File: config.mk
export PLATFORM = sky130hd
export DESIGN_NAME = tdm_demux4
export DESIGN_NICKNAME = d
export VERILOG_FILES = /design/src/rtl/tdm_demux4.sv
export SDC_FILE = /design/constraint.sdc
export NUM_CORES = 1
export LEC_CHECK = 0
export BUFFER_PORTS_ARGS = -buffer_cell sky130_fd_sc_hd__buf_4
export CAP_MARGIN = 20
export CORE_AREA = 2 2 39 41
export CTS_CLUSTER_DIAMETER = 60
export DETAILED_ROUTE_END_ITERATION = 10
export DIE_AREA = 0 0 41 43
export HOLD_SLACK_MARGIN = 0.08
export PLACE_DENSITY = 0.68
export SLEW_MARGIN = 5
export SYNTH_ARGS = -nofsm -noshare
export SYNTH_HDL_FRONTEND = slang
export SYNTH_SLANG_ARGS = --single-unit
File: constraint.sdc
create_clock -name clk -period 1.95 [get_ports clk]
set_input_delay 0.0975 -clock clk [delete_from_list [all_inputs] [get_ports clk]]
set_output_delay 0.0975 -clock clk [all_outputs]
set_load 0.05 [all_outputs]
File: src/rtl/tdm_demux4.sv
// Receive side of a 4-slot TDM link. Rebuilds channels a..d from a serial beat stream
// whose frame starts are marked by frame_sync. All four outputs update on one edge.
module tdm_demux4 #(
  parameter int WIDTH = 1
) (
  input  logic             clk,
  input  logic             rst_n,
  input  logic [WIDTH-1:0] i,
  input  logic             valid,
  input  logic             frame_sync,
  output logic [WIDTH-1:0] a,
  output logic [WIDTH-1:0] b,
  output logic [WIDTH-1:0] c,
  output logic [WIDTH-1:0] d,
  output logic [1:0]       s,
  output logic             locked,
  output logic             frame_done,
  output logic             sync_err
);

  typedef enum logic {
    HUNT = 1'b0,
    RUN  = 1'b1
  } state_t;

  state_t           state_q;
  logic [1:0]       s_q;
  logic [1:0]       s_d;
  logic [WIDTH-1:0] stage0_q, stage1_q, stage2_q;
  logic [WIDTH-1:0] a_q, b_q, c_q, d_q;
  logic             frame_done_q;
  logic             sync_err_q;

  assign s_d = s_q + 2'd1;

  always_ff @(posedge clk or negedge rst_n) begin
    if (!rst_n) begin
      state_q      <= HUNT;
      s_q          <= 2'd0;
      stage0_q     <= '0;
      stage1_q     <= '0;
      stage2_q     <= '0;
      a_q          <= '0;
      b_q          <= '0;
      c_q          <= '0;
      d_q          <= '0;
      frame_done_q <= 1'b0;
      sync_err_q   <= 1'b0;
    end else begin
      frame_done_q <= 1'b0;
      sync_err_q   <= 1'b0;
      if (valid) begin
        case (state_q)
          HUNT: begin
            if (frame_sync) begin
              stage0_q <= i;
              s_q      <= 2'd1;
              state_q  <= RUN;
            end
          end
          RUN: begin
            if (frame_sync) begin
              // A sync beat always restarts the frame; it is an error only mid-frame.
              stage0_q <= i;
              s_q      <= 2'd1;
              if (s_q != 2'd0) sync_err_q <= 1'b1;
            end else if (s_q == 2'd0) begin
              sync_err_q <= 1'b1;
              state_q    <= HUNT;
            end else if (s_q == 2'd3) begin
              a_q          <= stage0_q;
              b_q          <= stage1_q;
              c_q          <= stage2_q;
              d_q          <= i;
              frame_done_q <= 1'b1;
              s_q          <= 2'd0;
            end else begin
              if (s_q == 2'd1) stage1_q <= i;
              else             stage2_q <= i;
              s_q <= s_d;
            end
          end
          default: state_q <= HUNT;
        endcase
      end
    end
  end

  assign a          = a_q;
  assign b          = b_q;
  assign c          = c_q;
  assign d          = d_q;
  assign s          = s_q;
  assign locked     = (state_q == RUN);
  assign frame_done = frame_done_q;
  assign sync_err   = sync_err_q;

endmodule

==> results.md, run 1 <==
* Post-Synthesis Cells at 46
* Post-DRT Antenna Nets at 0
* Critical R2R Capture: a
* Largest net degree at the start of global routing at 13
* Crit start category: register
* Peak-usage layer in the global routing report: met2
* Setup WS post-layout at 0.369 ns
* TritonCTS Buffers at 3
* Synth area leader: dfrtp_1
* Synth top area share at between 50% and 60%
* RD Place Congestion at 0.701
* Number of flops mapped to enable cells by yosys at 0
* Starting Density at a little over two fifths
* RR Startpoint: s[0]
* Ant. Diodes at 0
* Max Cap Violations at 0
* Met2 usage at 20.3%
* Nets at 76
* Post-synth top cells: 12 x dfrtp_1, 7 x mux2_2, 5 x ha_1
* Pwr Total at about 1.4 mW
* Critical path type: register to register
* Endpoints failing setup at 0
* Initial antenna violation count at 0
* Die Footprint at 1760 um2
* Drt total wl at 1.08 mm
* Clock Latency Late Sink at between 0.2 and 0.3 ns
* Worst-path clk slew at roughly 0.08 ns
* Pleak at roughly 0.39 nW
* Cell Area, Synth at around 600 um2
* CP Capture Point: a
* Seq/Total Area, Yosys at approximately half
* Yosys cell types at 20
* Worst ir drop on vdd at ~0.00072 V
* Core area at 1380 um2
* Yosys reg bits at 12
* Crit Path Max Fanout at 5
* Clock skew at slightly below 0.006 ns
* Required time of the critical path at 2.11 ns
* Worst endpoint data arrival time at approximately 1.7 ns
* DR vias/cell at approximately 5.1
* Syn Nets at 56
* Avg WL per Cell at approximately 13 um
* DRT iter0 DRCs at 4
* Fraction of registers with async set or reset after synthesis at between 90% and 100%
* Number of buffers added for setup after CTS at 0
* Layout area overhead at 30.0%
* DP HPWL at ~800 um
* Setup TNS at 0 ns
* Fmax at around 630 MHz
* Outcome: completed
* Synth top area cells: dfrtp_1 50%, mux2_2 13%, ha_1 10%
* Final period util at 81.1%
* Most common cell in the synthesized netlist: dfrtp_1
* TritonCTS clock tree: done
* Power Density at 1750 nW/um2
* Crit end category: register
* RSZ-0062 raised after global routing: no
* Vias in the first global route at approximately 370
* Worst slew margin at 81.3%
* Met3 Resource Use GR at under 10%
* Critical path launch point: s[0]
* Hold depth at 2
* Yosys warns at 0
* Synth Flop Type: dfrtp_1
* Drt drc at 0
* Cell count of the worst reg-to-reg path at 4
* I/O pins at 14
* GRT Resource Usage Total at 14.6%
* Met1 Resource Use GR at 20.2%
* Worst slack, placed at about 0.38 ns
* Share of cells above drive strength 1 at a little over two fifths
* Final Hold Vio Count at 0
* Congestion Overflow GR at 0
* Cell Rows at 14
* CTS-repair resized insts at 0
* Synthesized area per cell at ~13 um2
* Drt first pass iters at 2
* Root Buffer: clkbuf_4
* CTS sink count at 12
* Die H at between 40 and 50 um
* First-pass GRT wire length at around 1.7 mm
* Max-slew violations at 0
* Port bufs at 13
* Via count at approximately 420
* Actual slew at the worst max-slew pin at approximately 0.28 ns
* Hold Path Class: input port to register
* Die X at around 40 um
* Post-layout minimum cycle time at about 1.6 ns
* Reg2reg setup slack at 0.37 ns
* CTS HTree Levels at 1
* Clock buffer depth at 2
[power breakdown]
part / internal [mW] / switching (mW) / total, mW
logic: 0.271 / 0.454 / 0.726
registers: 0.351 / 0.0810 / 0.432
clock network: 0.114 / 0.0864 / 0.200
[area by class of cell]
type                            count  area [um2]
Fill cell                         117         608
Sequential cell                    12         300
Multi-Input combinational cell     30         280
Timing Repair Buffer               16         128
Clock buffer                        4        36.3
Tap cell                           16        20.0
Inverter                            3        11.3
[metal layers]
metal,part of all wire (%),routed length [um]
met3,3.5,38
met1,45,487
met5,0,0
met4,1.8,19
met2,49,531
[placed cells by master, fill, tap and decap left out]
master / count
buf_4: 13
dfrtp_1: 12
mux2_2: 7
ha_1: 5
inv_1: 3
clkbuf_4: 3
dlygate4sd3_1: 3
nand2_1: 2
and3b_2: 2
o21ai_0: 2
nor2_1: 1
and2_1: 1
nand3_1: 1
nand3b_4: 1
nor4_1: 1
nor3b_4: 1
a21oi_1: 1
a31oi_1: 1
or2b_1: 1
a22oi_1: 1
o22ai_1: 1
nor4b_1: 1
clkbuf_8: 1
[sequential cells by signal, summed over array words and instances, names as in the netlist]
register    count
a               1
b               1
c               1
d               1
frame_done      1
locked          1
s               2
stage0_q        1
stage1_q        1
stage2_q        1
sync_err        1
[cell families after synthesis]
group,Yosys count,synth area share [%]
AOI/OAI and AO/OA,6,5.87
adders and majority gates,5,10.5
buffers and inverters,4,2.72
DFF,12,50.3
muxes,7,13.2
and+or+nand+nor,12,17.4
[critical path: stages (launching register included)]
cell	delay, ns
dfrtp_1	0.44
inv_1	0.10
ha_1	0.25
nor3b_4	0.30
mux2_2	0.37
[worst min-delay path by stage]
stage                     start  endpoint  slack, ns
after floorplan           rst_n         a      -0.20
after global placement    rst_n      s[0]      -0.05
after detailed placement  rst_n      s[0]      -0.05
after CTS                 valid      s[1]       0.08
after global routing      valid      s[1]       0.10
final                     valid      s[1]       0.09
[per-stage QoR]
| stage | cells | instance area (um2) | hold WS (ns) | utilization [%] |
|---|---|---|---|---|
| global route | 81 | 776 | 0.101 | 56.1 |
| detailed placement | 74 | 709 | -0.0521 | 51.3 |
| global placement | 74 | 709 | -0.0540 | 51.3 |
| floorplan | 46 | 597 | -0.198 | - |
| finish | 81 | 776 | 0.0911 | 56.1 |
| CTS | 81 | 776 | 0.0848 | 56.1 |
[timing repair]
action                                  CTS  global route
endpoints found under the hold margin    15             0
endpoints found under the setup margin    0             0
hold buffers                              3             0
No activity file was read; power rests on OpenSTA's default activity.
==> run 2, diff against run 1 <==
- clock period: 1.95 -> 1.5 ns (I/O delays scaled with it)
==> run 2 against run 1 <==
  * Sequential power rose by 35%
  * Critical path depth grew 1
  * Wire length rose by 1.9%
  * Combinational power up 40%
  * Critical path type unchanged
  * Sequential cell count is the same
  * Die area did not move
==> results.md, run 2 (synthesized netlist as in run 1, its figures left out) <==
* Worst ir drop on vdd at 0.00109 V (was 0.000724 V)
* GRT Resource Usage Total at 15.5% (was 14.6%)
* Drt total wl at 1.10 mm (was 1.08 mm)
* DRT iter0 DRCs at 2 (was 4)
* Crit Path Max Fanout at 5 (unchanged)
* Fmax at 693 MHz (was 633 MHz)
* Nets at 78 (was 76)
* Met3 Resource Use GR at 3.14% (was 1.57%)
* Setup TNS at 0 ns (unchanged)
* Congestion Overflow GR at 0 (unchanged)
* Pleak at 0.397 nW (was 0.386 nW)
* Area post-placement at 727 um2 (was 709 um2)
* Required time of the critical path at 1.66 ns (was 2.11 ns)
* Outcome: completed (unchanged)
* Met2 usage at 20.9% (was 20.3%)
* Root Buffer: clkbuf_4 (unchanged)
* Leading cell type in the layout, fill and taps excluded: buf_4 (unchanged)
* Max-slew violations at 0 (unchanged)
* Max reg flops at 2 (unchanged)
* TritonCTS clock tree: done (unchanged)
* Final period util at 96.2% (was 81.1%)
* Worst endpoint data arrival time at 1.60 ns (was 1.74 ns)
* Starting Density at 43.1% (unchanged)
* Actual slew at the worst max-slew pin at 0.224 ns (was 0.281 ns)
* Ant. Diodes at 0 (unchanged)
* Drt drc at 0 (unchanged)
* Hold Path Class: input port to asynchronous set/reset pin (was input port to register)
* Cell Rows at 14 (unchanged)
* Avg WL per Cell at 13.2 um (was 13.3 um)
* Commonest cells after routing, fill and taps aside: 13 x buf_4, 9 x dfrtp_1, 4 x mux2_4, 4 x dlygate4sd3_1 (was 13 x buf_4, 12 x dfrtp_1, 7 x mux2_2)
* TritonCTS Buffers at 3 (unchanged)
* RR Startpoint: s[0] (unchanged)
* Critical path type: register to register (unchanged)
* Port bufs at 13 (unchanged)
* Cell count of the worst reg-to-reg path at 5 (was 4)
* Die X at 41 um (unchanged)
* Reg2reg setup slack at 0.06 ns (was 0.37 ns)
* Worst-path clk slew at 0.08 ns (about the same)
* First-pass GRT wire length at 1.79 mm (was 1.70 mm)
* Clock Latency Late Sink at 0.27 ns (was 0.28 ns)
* RSZ-0062 raised after global routing: no (unchanged)
* Max Cap Violations at 0 (unchanged)
* Share of cells above drive strength 1 at 56.7% (was 43.1%)
* Crit start category: register (unchanged)
* DR vias/cell at 5.13 (was 5.14)
* Clock buffer depth at 2 (unchanged)
* Crit end category: register (unchanged)
* Setup WS post-layout at 0.0572 ns (was 0.369 ns)
* DP HPWL at 780 um (was 788 um)
* Met1 Resource Use GR at 20.7% (was 20.2%)
* Final Hold Vio Count at 0 (unchanged)
* Power Density at 2240 nW/um2 (was 1750 nW/um2)
* Via count at 426 (was 416)
* Largest net degree at the start of global routing at 13 (unchanged)
* Die H at 43 um (unchanged)
* CTS sink count at 12 (unchanged)
* Post-DRT Antenna Nets at 0 (unchanged)
* Final instance area at 830 um2 (was 776 um2)
* Vias in the first global route at 408 (was 372)
* Initial antenna violation count at 0 (unchanged)
* Layout area overhead at 39.0% (was 30.0%)
* Endpoints failing setup at 0 (unchanged)
* I/O pins at 14 (unchanged)
* Peak-usage layer in the global routing report: met2 (unchanged)
* RD Place Congestion at 0.701 (about the same)
* Critical R2R Capture: d (was a)
* Worst slack, placed at 0.0565 ns (was 0.377 ns)
* CTS HTree Levels at 1 (unchanged)
* Die Footprint at 1760 um2 (unchanged)
* Clock skew at 0.00239 ns (was 0.00586 ns)
* Core area at 1380 um2 (unchanged)
* Drt first pass iters at 4 (was 2)
* Worst slew margin at 84.9% (was 81.3%)
* Post-layout minimum cycle time at 1.44 ns (was 1.58 ns)
[run 2: critical path: stages, from the launching register on]
cell	delay [ns]
dfrtp_2	0.42
inv_2	0.06
ha_2	0.21
nor3b_4	0.21
buf_6	0.15
mux2_4	0.29
[run 2: worst max-delay path by stage]
stage / slack [ns] / startpoint / to
floorplan: -0.03 / s[0] / d
global placement: 0.1 / s[0] / stage2_q
detailed placement: 0.06 / s[0] / c
CTS: 0.05 / frame_sync / d
global route: 0.003 / s[0] / d
finish: 0.06 / s[0] / d
[run 2: power by group]
group	total [mW]	internal, mW	switching, mW	leakage, nW
clock	0.254	0.147	0.106	0.0210
sequential	0.583	0.465	0.118	0.146
combinational	1.02	0.408	0.614	0.230
[run 2: final cells by class]
class / instances / area, um2
timing repair buffer: 18 / 149
fill: 116 / 554
multi-input combinational: 30 / 309
inverter: 3 / 11.3
clock buffer: 4 / 36.3
tap: 16 / 20.0
sequential: 12 / 304
[run 2: timing repair]
item | 4_1_cts | 5_1_grt
endpoints found under the setup margin | 0 | 4
resized for setup | 0 | 5
hold endpoints to repair | 18 | 0
buffers inserted | 0 | 1
hold buffers | 4 | 0
[run 2: layer usage]
metal | routed length, um | part of all wire (%)
met2 | 554 | 50
met5 | 0 | 0
met1 | 517 | 47
met3 | 25 | 2.3
met4 | 0 | 0
[run 2: through the flow]
| step | total power, mW | instances | utilization, % | hold WS, ns |
|---|---|---|---|---|
| 3_5_place_dp | 1.56 | 74 | 52.5 | -0.0755 |
| 3_3_place_gp | 1.54 | 74 | 52.5 | -0.0775 |
| 4_1_cts | 1.83 | 82 | 58.0 | 0.167 |
| 6_report | 1.86 | 83 | 59.9 | 0.188 |
| 5_1_grt | 1.97 | 83 | 59.9 | 0.193 |
| 2_1_floorplan | 1.29 | 46 | - | -0.221 |
